[src/rtl/prog_load_ctrl.sv]
// prog_load_ctrl: boot-time loader between the UART RX byte stream and the
// ICCM write port. Bytes are packed little-endian into 32-bit words. Each word
// is written at BASE_ADDR + 4*n. The end-of-program marker releases the core
// from reset. The core is held in reset for the whole load, so it never
// fetches from a partially written ICCM.
//
// Write port handshake: mem_req_o is raised the cycle after a word completes.
// mem_addr_o, mem_wdata_o and mem_be_o stay stable while mem_req_o is high.
// A transfer happens on every rising clk_i where mem_req_o && mem_gnt_i. After
// that, mem_req_o drops in the next cycle. The request is never withdrawn
// except by overrun, restart_i or rst_ni.
module prog_load_ctrl #(
  parameter int unsigned ADDR_WIDTH = 32,
  parameter logic [ADDR_WIDTH-1:0] BASE_ADDR = '0,
  parameter logic [31:0] EOP_WORD = 32'h0000_0FFF,
  parameter int unsigned MAX_WORDS = 1024,
  localparam int unsigned CNT_W = $clog2(MAX_WORDS) + 1
) (
  input  logic                  clk_i,
  input  logic                  rst_ni,
  input  logic                  rx_valid_i,
  input  logic [7:0]            rx_byte_i,
  input  logic                  restart_i,
  output logic                  mem_req_o,
  output logic                  mem_we_o,
  output logic [ADDR_WIDTH-1:0] mem_addr_o,
  output logic [31:0]           mem_wdata_o,
  output logic [3:0]            mem_be_o,
  input  logic                  mem_gnt_i,
  output logic                  core_rst_no,
  output logic                  load_done_o,
  output logic                  err_o,
  output logic [CNT_W-1:0]      word_count_o,
  output logic [1:0]            dbg_state_o
);

  typedef enum logic [1:0] {
    ST_RECV  = 2'd0,
    ST_WRITE = 2'd1,
    ST_DONE  = 2'd2,
    ST_ERROR = 2'd3
  } state_t;

  state_t           state_q, state_d;
  logic [1:0]       byte_idx_q, byte_idx_d;
  logic [23:0]      byte_buf_q, byte_buf_d;
  logic [CNT_W-1:0] word_count_q, word_count_d;
  logic [31:0]      wdata_q, wdata_d;
  logic             core_rst_n_q;

  logic             byte_accept;
  logic             word_done;
  logic [31:0]      full_word;
  logic [ADDR_WIDTH-1:0] addr_sum;

  // A restart cycle discards any byte arriving with it.
  assign byte_accept = rx_valid_i && !restart_i &&
                       ((state_q == ST_RECV) || (state_q == ST_WRITE));
  assign word_done   = byte_accept && (byte_idx_q == 2'd3);
  assign full_word   = {rx_byte_i, byte_buf_q};

  // Next-state, byte assembly and word counting.
  always_comb begin
    state_d      = state_q;
    byte_idx_d   = byte_idx_q;
    byte_buf_d   = byte_buf_q;
    word_count_d = word_count_q;
    wdata_d      = wdata_q;

    if (restart_i) begin
      state_d      = ST_RECV;
      byte_idx_d   = 2'd0;
      word_count_d = '0;
    end else begin
      if (byte_accept) begin
        byte_idx_d = byte_idx_q + 2'd1;
        if (byte_idx_q != 2'd3) begin
          byte_buf_d[8*byte_idx_q +: 8] = rx_byte_i;
        end
      end

      case (state_q)
        ST_RECV: begin
          if (word_done) begin
            if (full_word == EOP_WORD) begin
              state_d = ST_DONE;
            end else if (word_count_q == CNT_W'(MAX_WORDS)) begin
              state_d = ST_ERROR;
            end else begin
              wdata_d = full_word;
              state_d = ST_WRITE;
            end
          end
        end
        ST_WRITE: begin
          // A grant in the overrun cycle still counts as a completed write.
          if (mem_gnt_i) begin
            word_count_d = word_count_q + CNT_W'(1);
          end
          if (word_done) begin
            state_d = ST_ERROR;
          end else if (mem_gnt_i) begin
            state_d = ST_RECV;
          end
        end
        default: begin
        end
      endcase
    end
  end

  // State and datapath registers; core reset release is a plain flop.
  always_ff @(posedge clk_i or negedge rst_ni) begin
    if (!rst_ni) begin
      state_q      <= ST_RECV;
      byte_idx_q   <= 2'd0;
      byte_buf_q   <= '0;
      word_count_q <= '0;
      wdata_q      <= '0;
      core_rst_n_q <= 1'b0;
    end else begin
      state_q      <= state_d;
      byte_idx_q   <= byte_idx_d;
      byte_buf_q   <= byte_buf_d;
      word_count_q <= word_count_d;
      wdata_q      <= wdata_d;
      core_rst_n_q <= (state_d == ST_DONE);
    end
  end

  // The address follows the word count, so it needs no separate register.
  assign addr_sum     = BASE_ADDR + (ADDR_WIDTH'(word_count_q) << 2);
  assign mem_addr_o   = {addr_sum[ADDR_WIDTH-1:2], 2'b00};
  assign mem_req_o    = (state_q == ST_WRITE);
  assign mem_we_o     = mem_req_o;
  assign mem_be_o     = mem_req_o ? 4'hF : 4'h0;
  assign mem_wdata_o  = wdata_q;
  assign core_rst_no  = core_rst_n_q;
  assign load_done_o  = (state_q == ST_DONE);
  assign err_o        = (state_q == ST_ERROR);
  assign word_count_o = word_count_q;
  assign dbg_state_o  = state_q;

endmodule
[config.mk]
export PLATFORM = sky130hd
export DESIGN_NAME = prog_load_ctrl
export DESIGN_NICKNAME = d
export VERILOG_FILES = /design/src/rtl/prog_load_ctrl.sv
export SDC_FILE = /design/constraint.sdc
export NUM_CORES = 1
export LEC_CHECK = 0
export ABC_AREA = 0
export CORE_MARGIN = 2
export CORE_UTILIZATION = 52
export DETAILED_ROUTE_END_ITERATION = 7
export GPL_TIMING_DRIVEN = 0
export PLACE_DENSITY = 0.86
export SYNTH_ARGS = -nofsm -noshare
export SYNTH_HDL_FRONTEND = slang
export SYNTH_SLANG_ARGS = --single-unit
export TNS_END_PERCENT = 30
[constraint.sdc]
create_clock -name clk_i -period 3.22 [get_ports clk_i]
set_clock_uncertainty 0.1 [all_clocks]
set_input_delay 0.966 -clock clk_i [delete_from_list [all_inputs] [get_ports clk_i]]
set_output_delay 0.966 -clock clk_i [all_outputs]
set_load 0.01 [all_outputs]
==> results.sh <==
export IMPL_design_area_um2=4706
export IMPL_grt_max_degree=73
export IMPL_multi_input_area_um2=1473
export IMPL_wl_met1_um=3267
export IMPL_die_width_um=86.67
export IMPL_status="finished, final reports clean"
export IMPL_ff2ff_path_depth=7
export IMPL_critical_path_class="in -> reg"
export IMPL_yosysTopAreaCell="dfrtp_1"
export IMPL_ys_types=34
export IMPL_die_area_um2=7511
export IMPL_cts_setup_buffers=0
export IMPL_n_fill_cell=473
export IMPL_period_share_pct=91.69
export IMPL_areaGrowthSynthToFinish_pct=32.43
export IMPL_vias_per_cell=5.073
export IMPL_hold_depth=1
export IMPL_ctsRootBufferMaster="clkbuf_8"
export IMPL_grt_pass1_vias=2548
export IMPL_drtAntennaViolNets=0
export IMPL_hold_violations=0
export IMPL_final_common_cell="clkdlybuf4s50_1"
export IMPL_dpl_cell_area_um2=4487
export IMPL_fmax_mhz=338.7
export IMPL_setup_viol=0
export IMPL_dpl_hpwl_um=5293
export IMPL_crit_buf_inv=2
export IMPL_critPathLaunchType="input pin"
export IMPL_drive_above_1_share_pct=21.91
export IMPL_dr_wl_met3_um=436
export IMPL_crit_required_ns=3.35
export IMPL_place_congestion=0.7860
export IMPL_clock_sinks=72
export IMPL_worst_pin_slew_ns=0.9426
export IMPL_clk_pin_slew_ns=0.08
export IMPL_coreArea_um2=6719
export IMPL_cts_buffers=9
export IMPL_hold_worst_slack_ns=0.4171
export IMPL_synth_seq_area_share_pct=50.70
export IMPL_tritoncts="yes"
export IMPL_synth_adder_area_share_pct=2.465
export IMPL_power_switching_uw=536.7
export IMPL_route_met2_wl_um=3688
export IMPL_die_y_um=86.67
export IMPL_worst_path_max_fanout=10
export IMPL_hold_path_class="reg -> reg"
export IMPL_cp_cell_sequence="clkdlybuf4s50_1 -> nor4_1 -> nand4_1 -> nor4_4 -> nor4_4 -> buf_6 -> mux2_4"
export IMPL_start_util_pct=52.89
export IMPL_min_period_ns=2.952
export IMPL_nets=444
export IMPL_seq_area_um2=1802
export IMPL_clockBufferDepth=2
export IMPL_ys_ff_latch=72
export IMPL_syn_area_um2=3553
export IMPL_cp_data_arrival_time_ns=3.08
export IMPL_crit_top_cell="nor4_4"
export IMPL_combPwrFrac_pct=13.8
export IMPL_diodes=0
export IMPL_clock_latency_ns=0.34
export IMPL_routedWlPerCell_um=14.77
export IMPL_drt_wl_total_um=7518
export IMPL_p_per_area_nw_per_um2=445.2
export IMPL_power_uw=2095
export IMPL_postCtsHoldBufs=0
export IMPL_vias=2582
export IMPL_syn_area_per_cell_um2=11.21
export IMPL_path_depth=7
export IMPL_grt_usage_pct=21.02
export IMPL_synth_compound_area_share_pct=5.352
export IMPL_switching_share_pct=25.62
export IMPL_antenna_found_initial=0
export IMPL_final_util_pct=70.04
export IMPL_maxCapViolCount=0
export IMPL_highest_layer="met4"
export IMPL_dr_pass1_iters=4
export IMPL_clockPowerShare_pct=37.6
export IMPL_synth_simple_gate_area_share_pct=15.63
export IMPL_htree_levels=3
export IMPL_synth_top_family_by_area="simple AND/OR/NAND/NOR gates"
export IMPL_cp_slowest_cell="clkdlybuf4s50_1"
export IMPL_power_frac_seq_pct=48.6
export IMPL_synthCells=317
export IMPL_route_detailed_drc=0
export IMPL_crit_family="simple AND/OR/NAND/NOR gates"
export IMPL_ir_worst_vdd_v=0.0003494
export IMPL_netlist_area_leader_share_pct=50.70
export IMPL_p_int_uw=1558
export IMPL_synth_area_mux_share_pct=13.31
export IMPL_final_cell_mix="75 x clkdlybuf4s50_1, 72 x dfrtp_1, 58 x nand2_1, 38 x buf_4, 30 x mux2_4"
export IMPL_drt_iter0_markers=133
export IMPL_portBuffers=76
export IMPL_slew_limit_headroom_pct=37.02
export IMPL_overflow=0
export IMPL_yosys_warnings=0
export IMPL_rsz0062_at_grt="false"
export IMPL_grt_pass1_wl_um=12430
export IMPL_synth_xor_area_share_pct=2.465
export IMPL_rows=30
export IMPL_slew_violations=0
export IMPL_cellLeakagePower_uw=0.002157
export IMPL_synthTopCellsByArea="dfrtp_1 51%, mux2_4 13%, buf_4 7.8%"
export IMPL_endpoint_kind="flip-flop"
export IMPL_slowest_delay_ns=0.54
export IMPL_cts_resized=0
export IMPL_pin_count=99
## state kept, by name, summed over array words and instances (netlist names)
| signal | flops |
|---|---|
| byte_idx_q | 2 |
| word_count_o | 11 |
| byte_buf_q | 24 |
| mem_wdata_o | 32 |
| dbg_state_o | 2 |
| core_rst_no | 1 |
## area by class of cell
cell class                      instances  share of cell area (%)
Buffer                                 46                   7.126
Sequential cell                        72                   38.29
Tap cell                               80                   2.127
Clock inverter                          7                   2.021
Clock buffer                            9                   2.632
Multi-Input combinational cell        214                   31.29
Timing Repair Buffer                   76                   16.11
Inverter                                5                  0.3988
## stage by stage
step / instances / setup TNS, ns / worst slack (ns)
after floorplan: 337 / 0 / 0.6713
after global placement: 493 / -88.84 / -1.217
after detailed placement: 493 / -2.667 / -0.09771
after CTS: 509 / 0 / 0.2527
after global routing: 509 / 0 / 0.1872
final: 509 / 0 / 0.2677
## synth_stat cells (all sizes together)
master and instances:
a211oi 1, a21oi 5, and2 2, and3 1, and3b 1, buf 41
clkbuf 5, conb 1, dfrtp 72, ha 7, inv 5, mux2 32
nand2 58, nand2b 1, nand3 3, nand4 4, nand4b 3, nor2 18
nor2b 3, nor3 2, nor3b 4, nor4 6, o21ai 26, o41ai 1
or3 2, or4 1, or4b 2, xnor2 3, xor2 7
## path summary, 6_finish.rpt
kind,start,endpoint,slack [ns]
min,mem_wdata_o[13],mem_wdata_o[13],0.42
max in group asynchronous,rst_ni,mem_wdata_o[24],1.82
max,rx_byte_i[0],mem_wdata_o[18],0.27
min in group asynchronous,rst_ni,mem_wdata_o[13],0.66
min reg2reg,mem_wdata_o[13],mem_wdata_o[13],0.42
max reg2reg,word_count_o[0],mem_wdata_o[18],0.84
## per-layer routing
layer / vias to the layer above / GRT usage (%)
li1: 1229 / -
met1: 1243 / 28.27
met2: 97 / 34.06
met3: 13 / 4.381
met4: 0 / 7.244
met5: - / 0
## power groups by stage
stage	registers, uW	logic (uW)	clock network [uW]
floorplan	1040	144	0
global placement	1030	279	0
finish	1020	289	788
CTS	1020	291	794
global route	1030	318	832
detailed placement	1030	288	0
## logic make-up after synthesis
group,Yosys count
AO/OA/AOI/OAI,33
XOR/XNOR,10
adder cells (fa/ha/maj),7
buffers and inverters,51
flip-flops,72
multiplexers,32
other,1
AND/OR/NAND/NOR,111
No activity file was read; power rests on OpenSTA's default activity.
